--- src/rtl/eth_pkg.sv ---
// Shared constants and FSM state type for the Ethernet frame receiver.
package eth_pkg;

    typedef enum logic [2:0] {
        IDLE,
        PREAMBLE,
        HEADER,
        PAYLOAD,
        DROP
    } rx_state_t;

    localparam logic [7:0]  ETH_PREAMBLE    = 8'h55;
    localparam logic [7:0]  ETH_SFD         = 8'hD5;
    localparam logic [47:0] ETH_BCAST       = 48'hFFFF_FFFF_FFFF;
    localparam logic [31:0] ETH_CRC_RESIDUE = 32'hC704DD7B;
    localparam logic [31:0] ETH_CRC_POLY    = 32'h04C11DB7;
    localparam int          ETH_HDR_LEN     = 14;
    localparam int          ETH_MIN_LEN     = 64;

endpackage

--- src/rtl/crc32_d8.sv ---
// Combinational byte-wide CRC-32 step, wire bit order (LSB of each byte first).
module crc32_d8
    import eth_pkg::*;
(
    input  logic [31:0] crc,
    input  logic [7:0]  data,
    output logic [31:0] crc_next
);

    // Non-reflected register fed LSB-first, so the good-frame residue reads 0xC704DD7B.
    always_comb begin
        crc_next = crc;
        for (int i = 0; i < 8; i++) begin
            if (crc_next[31] ^ data[i])
                crc_next = {crc_next[30:0], 1'b0} ^ ETH_CRC_POLY;
            else
                crc_next = {crc_next[30:0], 1'b0};
        end
    end

endmodule

--- src/rtl/eth_frame_rx.sv ---
// RMII-side Ethernet frame receiver: preamble/SFD sync, header capture, DA filter, FCS strip.
// Define ETH_RX_FCS_CHECK_EN to build the CRC-32 check into frame_ok.
module eth_frame_rx
    import eth_pkg::*;
#(
    parameter logic [47:0] MAC_ADDR = 48'h02_00_00_00_00_01,
    parameter int          MAX_LEN  = 1518
) (
    input  logic        clk,
    input  logic        resetn,
    input  logic        data_valid,
    input  logic [7:0]  rx_byte,
    input  logic        rx_byte_valid,
    output logic [47:0] dst_mac,
    output logic [47:0] src_mac,
    output logic [15:0] ethertype,
    output logic        hdr_valid,
    output logic [7:0]  payload_byte,
    output logic        payload_valid,
    output logic        frame_done,
    output logic        frame_ok,
    output logic [10:0] frame_len
);

    localparam logic [10:0] MIN_LEN_L = 11'(ETH_MIN_LEN);
    localparam logic [10:0] MAX_LEN_L = 11'(MAX_LEN);
    localparam logic [3:0]  HDR_LAST  = 4'(ETH_HDR_LEN - 1);

    rx_state_t        state;
    logic [3:0]       hdr_cnt;
    logic [10:0]      len_cnt;
    logic [3:0][7:0]  dly;
    logic [2:0]       dly_cnt;
    logic             fcs_ok;
    logic             eof;
    logic             len_ok;
    logic             sfd_seen;
    logic [47:0]      dst_next;

    assign eof      = !data_valid && !rx_byte_valid;
    assign len_ok   = (len_cnt >= MIN_LEN_L) && (len_cnt <= MAX_LEN_L);
    assign sfd_seen = (state == PREAMBLE) && rx_byte_valid && (rx_byte == ETH_SFD);
    assign dst_next = {dst_mac[39:0], rx_byte};

`ifdef ETH_RX_FCS_CHECK_EN
    logic [31:0] crc;
    logic [31:0] crc_next;

    crc32_d8 u_crc32_d8 (
        .crc      (crc),
        .data     (rx_byte),
        .crc_next (crc_next)
    );

    // NOTE: sequential state uses non-blocking assignments so every register samples pre-edge values.
    always_ff @(posedge clk or negedge resetn) begin
        if (!resetn)
            crc <= '1;
        else if (sfd_seen)
            crc <= '1;
        else if (rx_byte_valid && (state inside {HEADER, PAYLOAD}))
            crc <= crc_next;
    end

    assign fcs_ok = (crc == ETH_CRC_RESIDUE);
`else
    assign fcs_ok = 1'b1;
`endif

    always_ff @(posedge clk or negedge resetn) begin
        if (!resetn) begin
            state         <= IDLE;
            hdr_cnt       <= '0;
            len_cnt       <= '0;
            // NOTE: the delay line is a handful of flops, not a RAM, so it is cleared on reset like any register.
            dly           <= '0;
            dly_cnt       <= '0;
            dst_mac       <= '0;
            src_mac       <= '0;
            ethertype     <= '0;
            hdr_valid     <= 1'b0;
            payload_byte  <= '0;
            payload_valid <= 1'b0;
            frame_done    <= 1'b0;
            frame_ok      <= 1'b0;
            frame_len     <= '0;
        end else begin
            hdr_valid     <= 1'b0;
            payload_valid <= 1'b0;
            frame_done    <= 1'b0;
            frame_ok      <= 1'b0;

            if (rx_byte_valid && (state inside {HEADER, PAYLOAD}) && (len_cnt != 11'h7FF))
                len_cnt <= len_cnt + 11'd1;

            case (state)
                IDLE: begin
                    if (rx_byte_valid && rx_byte == ETH_PREAMBLE)
                        state <= PREAMBLE;
                end
                PREAMBLE: begin
                    if (sfd_seen) begin
                        state   <= HEADER;
                        hdr_cnt <= '0;
                        len_cnt <= '0;
                        dly     <= '0;
                        dly_cnt <= '0;
                    end else if (rx_byte_valid && rx_byte != ETH_PREAMBLE) begin
                        state <= DROP;
                    end else if (eof) begin
                        state <= IDLE;
                    end
                end
                HEADER: begin
                    if (rx_byte_valid) begin
                        hdr_cnt <= hdr_cnt + 4'd1;
                        if (hdr_cnt < 4'd6)
                            dst_mac <= dst_next;
                        else if (hdr_cnt < 4'd12)
                            src_mac <= {src_mac[39:0], rx_byte};
                        else
                            ethertype <= {ethertype[7:0], rx_byte};
                        // Destination filter decides as soon as the sixth address byte lands.
                        if (hdr_cnt == 4'd5 && dst_next != MAC_ADDR && dst_next != ETH_BCAST)
                            state <= DROP;
                        if (hdr_cnt == HDR_LAST) begin
                            hdr_valid <= 1'b1;
                            state     <= PAYLOAD;
                        end
                    end else if (eof) begin
                        frame_done <= 1'b1;
                        frame_ok   <= 1'b0;
                        frame_len  <= len_cnt;
                        state      <= IDLE;
                    end
                end
                PAYLOAD: begin
                    // Four-byte lag keeps the trailing FCS from ever reaching payload_byte.
                    if (rx_byte_valid) begin
                        dly <= {dly[2:0], rx_byte};
                        if (dly_cnt == 3'd4) begin
                            payload_byte  <= dly[3];
                            payload_valid <= 1'b1;
                        end else begin
                            dly_cnt <= dly_cnt + 3'd1;
                        end
                    end else if (eof) begin
                        frame_done <= 1'b1;
                        frame_ok   <= len_ok && fcs_ok;
                        frame_len  <= len_cnt;
                        state      <= IDLE;
                    end
                end
                DROP: begin
                    if (eof)
                        state <= IDLE;
                end
                default: state <= IDLE;
            endcase
        end
    end

endmodule

--- config.mk ---
export PLATFORM = sky130hd
export DESIGN_NAME = eth_frame_rx
export DESIGN_NICKNAME = d
export VERILOG_FILES = /design/src/rtl/eth_pkg.sv /design/src/rtl/crc32_d8.sv /design/src/rtl/eth_frame_rx.sv
export SDC_FILE = /design/constraint.sdc
export NUM_CORES = 1
export LEC_CHECK = 0
export ABC_AREA = 1
export CORE_MARGIN = 2
export CORE_UTILIZATION = 55
export CTS_BUF_LIST = sky130_fd_sc_hd__clkbuf_8
export DETAILED_ROUTE_END_ITERATION = 7
export GPL_ROUTABILITY_DRIVEN = 0
export PLACE_DENSITY = 0.92
export SETUP_SLACK_MARGIN = 0.02
export SYNTH_ARGS = -nofsm -noshare
export SYNTH_HDL_FRONTEND = slang
export SYNTH_SLANG_ARGS = --single-unit
--- constraint.sdc ---
create_clock -name clk -period 3.45 [get_ports clk]
set_clock_uncertainty 0.1 [all_clocks]
set_input_delay 1.035 -clock clk [delete_from_list [all_inputs] [get_ports clk]]
set_output_delay 1.035 -clock clk [all_outputs]
set_load 0.1 [all_outputs]
== Word-level counts from Yosys, hierarchy flattened ==
Cells that the tools add are included.
Storage, ports and cells
  logic and storage cells: 107
  output and inout port bits: 135
  latch bits: 0
  bits in registers: 188
  memories kept: 0
  bits in read-only memories: 0
  RAM bits: 0
Operators by class
  div/mod/pow operators: 0
  bitwise logic cells: 3
  shift operators: 0
  $add $sub $neg: 3
  mux-type cells: 34
  $lt $le $gt $ge: 4
  multiply operators: 0
  equality and inequality tests: 20
  reduce and logical (&&, ||, !) cells: 26
Operators with widths (count)
  two-way mux 32 bit: 2
  case mux 32 bit (2 select lines): 1
  inequality test 48 x 42 -> 1 bit (second input constant): 1
  inequality test 48 bit (second input constant): 1
  two-way mux 11 bit: 3
  two-way mux 3 bit: 11
  AND reduction 3 bit: 6
  case mux 3 bit (5 select lines): 1
  two-way mux 1 bit: 12
  inequality test 2 bit (second input constant): 6
  AND reduction 4 bit: 3
  adder 11 x 1 -> 11 bit (second input constant): 1
  >= comparator 11 x 7 -> 1 bit (second input constant): 1
  less-or-equal comparator 11 bit (second input constant): 1
  inequality test 11 bit (second input constant): 1
  logical AND 1 bit: 10
  equality test 8 x 7 -> 1 bit (second input constant): 1
  equality test 8 bit (second input constant): 1
  two-way mux 4 bit: 2
  inequality test 8 x 7 -> 1 bit (second input constant): 1
  case mux 4 bit (2 select lines): 1
  equality test 3 x 2 -> 1 bit (second input constant): 2
  equality test 3 bit (second input constant): 2
  case mux 3 bit (2 select lines): 1
  13 further kinds: 18

== Depth between registers and ports, before layout ==
  depth in word-level cells: 7
  depth in mapped cells: 12
  mapped depth without buffers: 12

== Worst setup path before layout ==
OpenSTA, ideal clock, no wires.
  kind: input to register
  start point: input rx_byte[1]
  end point: register dly[0] in the netlist's numbering
  slack: 1.248 ns
  stages: 8
  data arrival time: 1.984 ns
  path through: inv_1 -> nand2_1 -> nor3_1 -> nand3_1 -> buf_2 -> buf_2 -> nand3_1 -> nand2_1
Between the ends
  longest elaborated chain between the ends: 4
RTL lines
  from (decl): RTL line eth_frame_rx.sv:12  | input logic [7:0] rx_byte,
  equality test 8 bit: RTL line eth_frame_rx.sv:42  | assign sfd_seen = (state == PREAMBLE) && rx_byte_valid && (rx_byte == ETH_SFD);
  logical AND 1 bit: RTL line eth_frame_rx.sv:42
  inequality test 2 bit (no source line)
  AND reduction 3 bit (no source line)
  to (signal assigned): RTL line eth_frame_rx.sv:140  | dly <= {dly[2:0], rx_byte};
  to (decl): RTL line eth_frame_rx.sv:32  | logic [3:0][7:0] dly;
Every way passes these cells.
A chain may end at the register's enable or synchronous reset.

== Worst setup path after layout ==
  start point: input rx_byte[2]
  end point: register dly[26] in the netlist's numbering
The elaborated chain is that of the path after synthesis.

==> impl_metrics.yaml <==
sta:
  relSlewSlack: 0.5039
  worstMarginPinSlew_ns: 0.7442
  fin_setup_tns_ns: 0
  fin_ws_ns: 0.7948
  rsz0062_at_grt: "false"
  drv_slew: 0
  hold_viol_final: 0
  fin_crit_ns: 2.655
  setup_viol: 0
  timing.fmax_mhz: 376.6
  fin_crit_sh: 0.7696
die:
  rows: 44
  dieArea_sq_mm: 0.01572
  start_util: 0.5595
  die_h_um: 125.4
  io_pins: 147
  fp.dieW_um: 125.4
  coreArea_sq_mm: 0.01448
placed_design:
  post-place-ws_ns: 0.3375
  portBuffers: 146
  dpl-instance-area_sq_mm: 0.009348
  hpwl_um: 12660
  post-place-cells: 1146
grt:
  antenna_found_initial: 0
  grt_pass1_wl_um: 29320
  grt_pass1_vias: 5941
  grt_max_degree: 89
  grt.overflow.total: 0
  grtUsageTotal: 0.2293
clock_tree:
  clk_pin_slew_worst_paths_ns: 0.10
  cts_setup_buffers: 0
  h-tree-depth: 4
  cts_hold_buf: 0
  cts_tree: "done"
  clock_sinks: 188
  cts_buffers: 17
  ctsResizeCount: 0
  root_buffer: "clkbuf_8"
  ctsLongestPathBuffers: 2
  insertion_delay_ns: 0.45
power:
  pwr-share-clk: 0.325
  leakagePower_uw: 0.005177
  p_sw_frac: 0.3201
  internal_power_uw: 3039
  power.switching_uw: 1431
  power_frac_comb: 0.155
  p_seq_frac: 0.520
  irDropWorstVdd_mv: 0.2555
  p_per_area_mw_per_mm2: 458.4
layout:
  stdcell_count: 1178
  fin_util: 0.6734
  design_area_sq_mm: 0.009751
  layout_common_cells: "188 x dfrtp_1, 176 x nand2_1, 142 x buf_4, 88 x nor2_1, 72 x o21ai_0"
  layout.nets: 999
  drive_gt1_frac: 0.2606
  antennaDiodeCount: 0
  synthToLayoutAreaGrowth_pct: 20.36
  layout_commonest_cell: "dfrtp_1"
synthesis:
  synth-seq-cells: 188
  yosys_most_used_dff: "dfrtp_1"
  netlist_instances: 841
  synthesis.nets: 859
  yosys_warnings: 0
  synth.cell_area_sq_mm: 0.008102
  synth.avg_cell_area_sq_um: 9.633
  yosysUniqueCellTypes: 36
  synth_edf_count: 0
  async_reset_ff_frac: 1.000
  synth.yosys.seq_area_share: 0.5807
setup_path:
  endpoint_kind: "flop"
  worstSetupStartpointType: "primary input"
  crit_required_ns: 3.72
  cp_max_fo: 40
  crit_type: "in2reg"
  crit_arrival_ns: 2.93
route:
  routedWlPerCell_um: 14.98
  via_per_inst: 5.361
  drtAntennaViolNets: 0
  num_vias: 6315
  route.detailed.drc: 0
  drt_iter0_drc: 620
  dr.pass1.iters: 5
  wl_um: 17650
hold_path:
  hold_class: "in2async"
run_status:
  status: "finished clean"
job:
  max_cap_violations: 0
routing by layer:
metal / vias up / GRT usage / wire length [um]
met3: 41 / 0.04108 / 881
met5: - / 0 / 0
met1: 3049 / 0.3214 / 7845
met2: 213 / 0.3597 / 8387
li1: 3012 / - / -
met4: 0 / 0.09085 / 534
critical path: stages:
cell and delay (ns):
clkdlybuf4s50_1 0.55, inv_1 0.10, nor3_1 0.26, nand3_1 0.29, nand2_2 0.12, buf_4 0.34
nand3_1 0.12, o21ai_0 0.10
synthesized netlist by cell type, types with 3 or more instances:
cell	n	area, sq um
inv_1	69	259.0
o21ai_0	72	360.4
mux2_4	11	165.2
nand2_1	176	660.6
nand4_1	3	18.77
o21ai_2	8	70.07
ha_1	6	75.07
clkbuf_1	14	52.55
mux2_2	25	281.5
nand2_2	6	37.54
a21oi_2	16	140.1
buf_6	9	101.4
buf_4	4	30.03
inv_2	5	18.77
buf_2	6	30.03
nor3_1	5	25.02
o21a_1	3	22.52
a21oi_1	25	125.1
dfrtp_1	188	4705
nor2_1	88	330.3
nand3_1	71	355.3
o21ai_1	11	55.05
nor2_4	4	45.04
sequential cells by signal, indices dropped and copies added (netlist names):
name and cells:
dst_mac 48, src_mac 48, dly 32, ethertype 16, frame_len 11, len_cnt 11
payload_byte 8, hdr_cnt 4, dly_cnt 3, state 3, frame_done 1, frame_ok 1
hdr_valid 1, payload_valid 1
worst paths after layout:
| kind | cells after the start | to | slack, ns | from |
|---|---|---|---|---|
| worst min-delay path | 1 | dst_mac[37] | 0.38 | resetn |
| min in group clk | 2 | payload_byte[2] | 0.39 | payload_byte[2] |
| worst max register to register | 11 | dly[26] | 1.15 | state[2] |
| max in group asynchronous | 2 | dst_mac[18] | 2.14 | resetn |
| worst max-delay path | 8 | dly[26] | 0.79 | rx_byte[2] |
| worst min register to register | 2 | payload_byte[2] | 0.39 | payload_byte[2] |
logic make-up after synthesis:
kind of cell	Yosys count	share of synthesized area
buffers and inverters	110	0.06240
muxes	36	0.05514
xor gates and xnor gates	1	0.001081
adders and majority gates	6	0.009266
and+or+nand+nor	361	0.1926
AOI/OAI and AO/OA	139	0.09884
DFF	188	0.5807
cell type report:
cell class	count	area [sq um]
inverter	75	284.0
fill	1094	4728
multi-input combinational	543	2892
clock inverter	14	155.1
sequential	188	4705
tap	184	230.2
clock buffer	18	247.7
timing repair buffer	156	1237
power groups by stage:
stage | sequential [uW] | combinational [uW] | clock, uW
floorplan | 2710 | 148 | 0
global placement | 2370 | 685 | 0
detailed placement | 2370 | 696 | 0
CTS | 2330 | 698 | 1480
global route | 2330 | 736 | 1580
finish | 2330 | 692 | 1450
metrics by stage:
| stage | total power [uW] | hold WS (ns) |
|---|---|---|
| global placement | 3051 | 0.3682 |
| global route | 4651 | 0.3851 |
| CTS | 4503 | 0.3740 |
| detailed placement | 3064 | 0.3719 |
| floorplan | 2860 | 0.3694 |
| finish | 4470 | 0.3839 |
Power figures use the tool's default switching activity.
